===== src/rtl/nor_chain_sequencer.sv =====
// nor_chain_sequencer
// Serially evaluates a cascaded NOR chain one stage per clock:
//   s0 = ~(d0 | d1), sk = ~(s(k-1) | d(k+1)).
// A start/busy/done handshake frames each evaluation, and every
// intermediate stage is exposed on 'stages' so the cascade can be
// watched settling one bit at a time.

module nor_chain_sequencer #(
  parameter int N  = 4,
  parameter int CW = 4
) (
  input  logic          clk,
  input  logic          rst,
  input  logic          start,
  input  logic [N-1:0]  din,
  output logic          ready,
  output logic          busy,
  output logic          done,
  output logic          result,
  output logic [N-2:0]  stages,
  output logic [CW-1:0] stage_idx
);

  typedef enum logic [1:0] {
    ST_IDLE   = 2'd0,
    ST_EVAL   = 2'd1,
    ST_FINISH = 2'd2
  } state_t;

  localparam logic [CW-1:0] LAST_IDX = CW'(N - 2);

  state_t         state;
  logic [N-1:0]   din_q;
  logic           acc;
  logic           next_din;
  logic           stage_val;
  logic [N-2:0]   stages_upd;

  // Selects the chain input that feeds the stage being computed this cycle
  // (din_q[stage_idx+1]) without indexing by a wider-than-needed counter.
  always_comb begin
    next_din = 1'b0;
    for (int i = 0; i < N; i++) begin
      if (CW'(i) == stage_idx + CW'(1)) begin
        next_din = din_q[i];
      end
    end
  end

  // Computes the current stage value and the stage vector with that bit written.
  always_comb begin
    stage_val = (stage_idx == '0) ? ~(din_q[0] | din_q[1]) : ~(acc | next_din);
    stages_upd = stages;
    for (int k = 0; k < N - 1; k++) begin
      if (CW'(k) == stage_idx) begin
        stages_upd[k] = stage_val;
      end
    end
  end

  // Sequencer: IDLE accepts start, EVAL walks the chain, FINISH pulses done.
  always_ff @(posedge clk or posedge rst) begin
    if (rst) begin
      state     <= ST_IDLE;
      ready     <= 1'b1;
      busy      <= 1'b0;
      done      <= 1'b0;
      result    <= 1'b0;
      stages    <= '0;
      stage_idx <= '0;
      acc       <= 1'b0;
      din_q     <= '0;
    end else begin
      case (state)
        ST_IDLE: begin
          if (start) begin
            din_q     <= din;
            stages    <= '0;
            stage_idx <= '0;
            ready     <= 1'b0;
            busy      <= 1'b1;
            state     <= ST_EVAL;
          end
        end
        ST_EVAL: begin
          acc    <= stage_val;
          stages <= stages_upd;
          if (stage_idx == LAST_IDX) begin
            result    <= stage_val;
            stage_idx <= '0;
            busy      <= 1'b0;
            done      <= 1'b1;
            state     <= ST_FINISH;
          end else begin
            stage_idx <= stage_idx + CW'(1);
          end
        end
        ST_FINISH: begin
          done      <= 1'b0;
          ready     <= 1'b1;
          stage_idx <= '0;
          state     <= ST_IDLE;
        end
        default: begin
          ready     <= 1'b1;
          busy      <= 1'b0;
          done      <= 1'b0;
          stage_idx <= '0;
          state     <= ST_IDLE;
        end
      endcase
    end
  end

endmodule


===== config.mk =====
export PLATFORM = sky130hd
export DESIGN_NAME = nor_chain_sequencer
export DESIGN_NICKNAME = d
export VERILOG_FILES = /design/src/rtl/nor_chain_sequencer.sv
export SDC_FILE = /design/constraint.sdc
export NUM_CORES = 1
export LEC_CHECK = 0
export CAP_MARGIN = 20
export CORE_MARGIN = 2
export CORE_UTILIZATION = 25
export DETAILED_ROUTE_END_ITERATION = 8
export DONT_BUFFER_PORTS = 1
export HOLD_SLACK_MARGIN = 0.15
export PLACE_DENSITY = 0.46
export SKIP_CTS_REPAIR_TIMING = 1
export SLEW_MARGIN = 5
export SYNTH_ARGS = -nofsm -noshare
export SYNTH_HDL_FRONTEND = slang
export SYNTH_SLANG_ARGS = --single-unit

===== constraint.sdc =====
create_clock -name clk -period 2.1 [get_ports clk]
set_input_delay 0.315 -clock clk [delete_from_list [all_inputs] [get_ports clk]]
set_output_delay 0.315 -clock clk [all_outputs]
set_load 0.05 [all_outputs]

==> summary.md <==
| Metric | Value |
|---|---|
| Starting Density | `26.4%` |
| Via count | `701` |
| Pre-CTS setup slack | `0.565 ns` |
| Largest net degree at the start of global routing | `19` |
| Drt total wl | `1950 µm` |
| Nature of the critical path startpoint | `register` |
| DRC | `0` |
| Htree depth | `1` |
| RSZ-0062 raised after global routing | `no` |
| Achievable Freq | `639 MHz` |
| Setup WS post-layout | `0.536 ns` |
| Total GRT Usage | `11.3%` |
| Buf+Inv Stages, Crit Path | `0` |
| HP Class | `input pin to register` |
| Highest routed metal layer | `met4` |
| DR pass1 iterations | `4` |
| Post-synth EDFFs | `0` |
| First-pass GRT wire length | `between 3000 and 4000 µm` |
| Root buffer cell | `clkbuf_4` |
| DP Wirelength | `1410 µm` |
| Fraction of final layout cells sized beyond drive strength 1 | `12.3%` |
| Most common cell after layout, fill and taps aside | `nand2_1` |
| Worst path slowest cell | `or4b_4` |
| Core footprint | `0.00336 mm²` |
| Area Growth Syn to Fin | `16.2%` |
| Cells after Synth | `97` |
| Register area share after synthesis | `50.9%` |
| Routability Congestion | `0.837` |
| Met2 wire length | `just over 800 µm` |
| P_leak | `0.458 nW` |
| CTS Sinks | `18` |
| Critical path, cell by cell | `or4b_4 -> o311ai_1 -> nand2_1` |
| Synthesized area per cell | `about 9 µm²` |
| CP top delay family | `simple AND/OR/NAND/NOR gates` |
| Die Ht | `around 64 µm` |
| Syn Nets | `104` |
| Worst skew pair latency | `roughly 0.3 ns` |
| Slew headroom | `54.6%` |
| Post-Syn Area | `887 µm²` |
| M1 wire length | `942 µm` |
| Yosys reg bits | `18` |
| Most frequent cells in the layout | `nand2_1 (21), dfrtp_1 (17), nor2_1 (8)` |
| # Max-Cap Violations | `0` |
| CTS tree | `built` |
| Number of antenna violations at the first check in global routing | `0` |
| Crit end category | `register` |
| FILL cells | `375` |
| Total gr overflow | `0` |
| Setup Skew | `0.00354 ns` |
| Via density | `~4.6` |
| Vias in the first global route | `a little over 700` |
| DR WL met3 | `173 µm` |
| CP required | `approximately 2.3 ns` |
| IO buf count | `0` |
| Async set or reset register ratio after synthesis | `100%` |
| Die area | `0.00404 mm²` |
| Count of final hold-check violations | `0` |
| Worst slew pin tran | `0.680 ns` |
| Yosys warning count | `0` |
| CP max stage delay | `0.57 ns` |
| DRT iter0 DRCs | `36` |
| Final period util | `74.5%` |
| Final slew viol count | `0` |
| Setup TNS | `0 ns` |
| Clock transition at path regs | `0.11 ns` |
| Max rail drop VDD | `0.591 mV` |
| Die Width | `63.6 µm` |
| Routed WL per cell | `between 10 and 15 µm` |
| Setup violators final | `0` |
| Post-synth cell types | `29` |
| Bufs on Longest Clock Path | `2` |
| Final net count | `114` |
| Critical path type | `register to register` |
| CP Max Fanout | `13` |
| Period minus WS final | `about 1.6 ns` |
| Status | `finished clean` |
| R2R setup slack | `0.54 ns` |
| N_diodes | `0` |
| Critical Path AT | `1.76 ns` |
| CTS buffer count | `3` |
| Power Density | `1750 mW/mm²` |
| # rows | `21` |
| Post-DRT Antenna Nets | `0` |
| Top FF cell, synth | `dfrtp_1` |
| Num ports | `18` |
==> layer usage <==
| metal | up-vias | GRT usage, % |
|---|---|---|
| met5 | - | 0 |
| met4 | 0 | 3.26 |
| met3 | 2 | 5.36 |
| met2 | 24 | 15.7 |
| met1 | 323 | 15.5 |
| li1 | 352 | - |
==> cell families after synthesis <==
group | after synthesis | share of synthesized area [%]
and+or+nand+nor | 48 | 28.2
AOI/OAI and AO/OA | 23 | 15.8
DFF | 18 | 50.9
buffers and inverters | 8 | 5.08
==> cells in the mapped netlist (2+ instances only) <==
master	n	area (µm²)
buf_4	2	15.0
nor3b_1	3	22.5
o21ai_0	5	25.0
a21oi_1	6	30.0
o21ai_1	2	10.0
nor2b_1	2	12.5
a21o_1	2	15.0
nand3_1	3	15.0
nand2b_1	3	18.8
inv_1	4	15.0
a31oi_1	3	18.8
dfrtp_1	17	425
nand2_1	21	78.8
nor2_4	2	22.5
nor2_1	8	30.0
==> power breakdown <==
part / internal, mW / switching (mW) / total, mW
Sequential: 0.503 / 0.406 / 0.909
Clock: 0.106 / 0.115 / 0.221
Combinational: 0.278 / 0.397 / 0.675
==> state kept, by name (all words and copies together) (netlist names) <==
register / cells
stages: 3
acc: 1
din_q: 4
done: 1
stage_idx: 4
state: 2
ready: 1
busy: 1
result: 1
==> worst register-to-register path, cell delays in order (launching register included) <==
cell      delay [ns]
dfrtp_1         0.56
or4b_4          0.57
o311ai_1        0.24
nand2_1         0.08
==> area by class of cell <==
type / count / area [µm²] / area share, %
multi-input combinational: 71 / 390 / 37.9
timing repair buffer: 9 / 80.1 / 7.77
sequential: 18 / 452 / 43.8
clock buffer: 4 / 36.3 / 3.52
inverter: 4 / 15.0 / 1.46
tap: 46 / 57.6 / 5.58
==> final timing paths <==
kind,from,end,cells after the start
max in group asynchronous,rst,stage_idx[1]$_DFFE_PP0N_,2
max,state[0]$_DFFE_PP0P_,stages[0]$_DFFE_PP0P_,3
min reg2reg,din_q[3]$_DFFE_PP0P_,din_q[3]$_DFFE_PP0P_,2
min in group asynchronous,rst,state[1]$_DFFE_PP0P_,2
max reg2reg,state[0]$_DFFE_PP0P_,stages[0]$_DFFE_PP0P_,3
min,start,stage_idx[0]$_DFFE_PP0N_,3
==> metrics by stage <==
step / hold WS (ns) / cells / cell area [µm²] / utilization (%) / power, mW
finish: 0.217 / 152 / 1030 / 30.7 / 1.80
global route: 0.202 / 152 / 1030 / 30.7 / 1.96
CTS: 0.0190 / 147 / 981 / 29.2 / 1.81
detailed placement: 0.360 / 143 / 945 / 28.1 / 1.59
global placement: 0.353 / 143 / 945 / 28.1 / 1.59
floorplan: 0.253 / 97 / 887 / - / 1.44
Power figures use the tool's default switching activity.
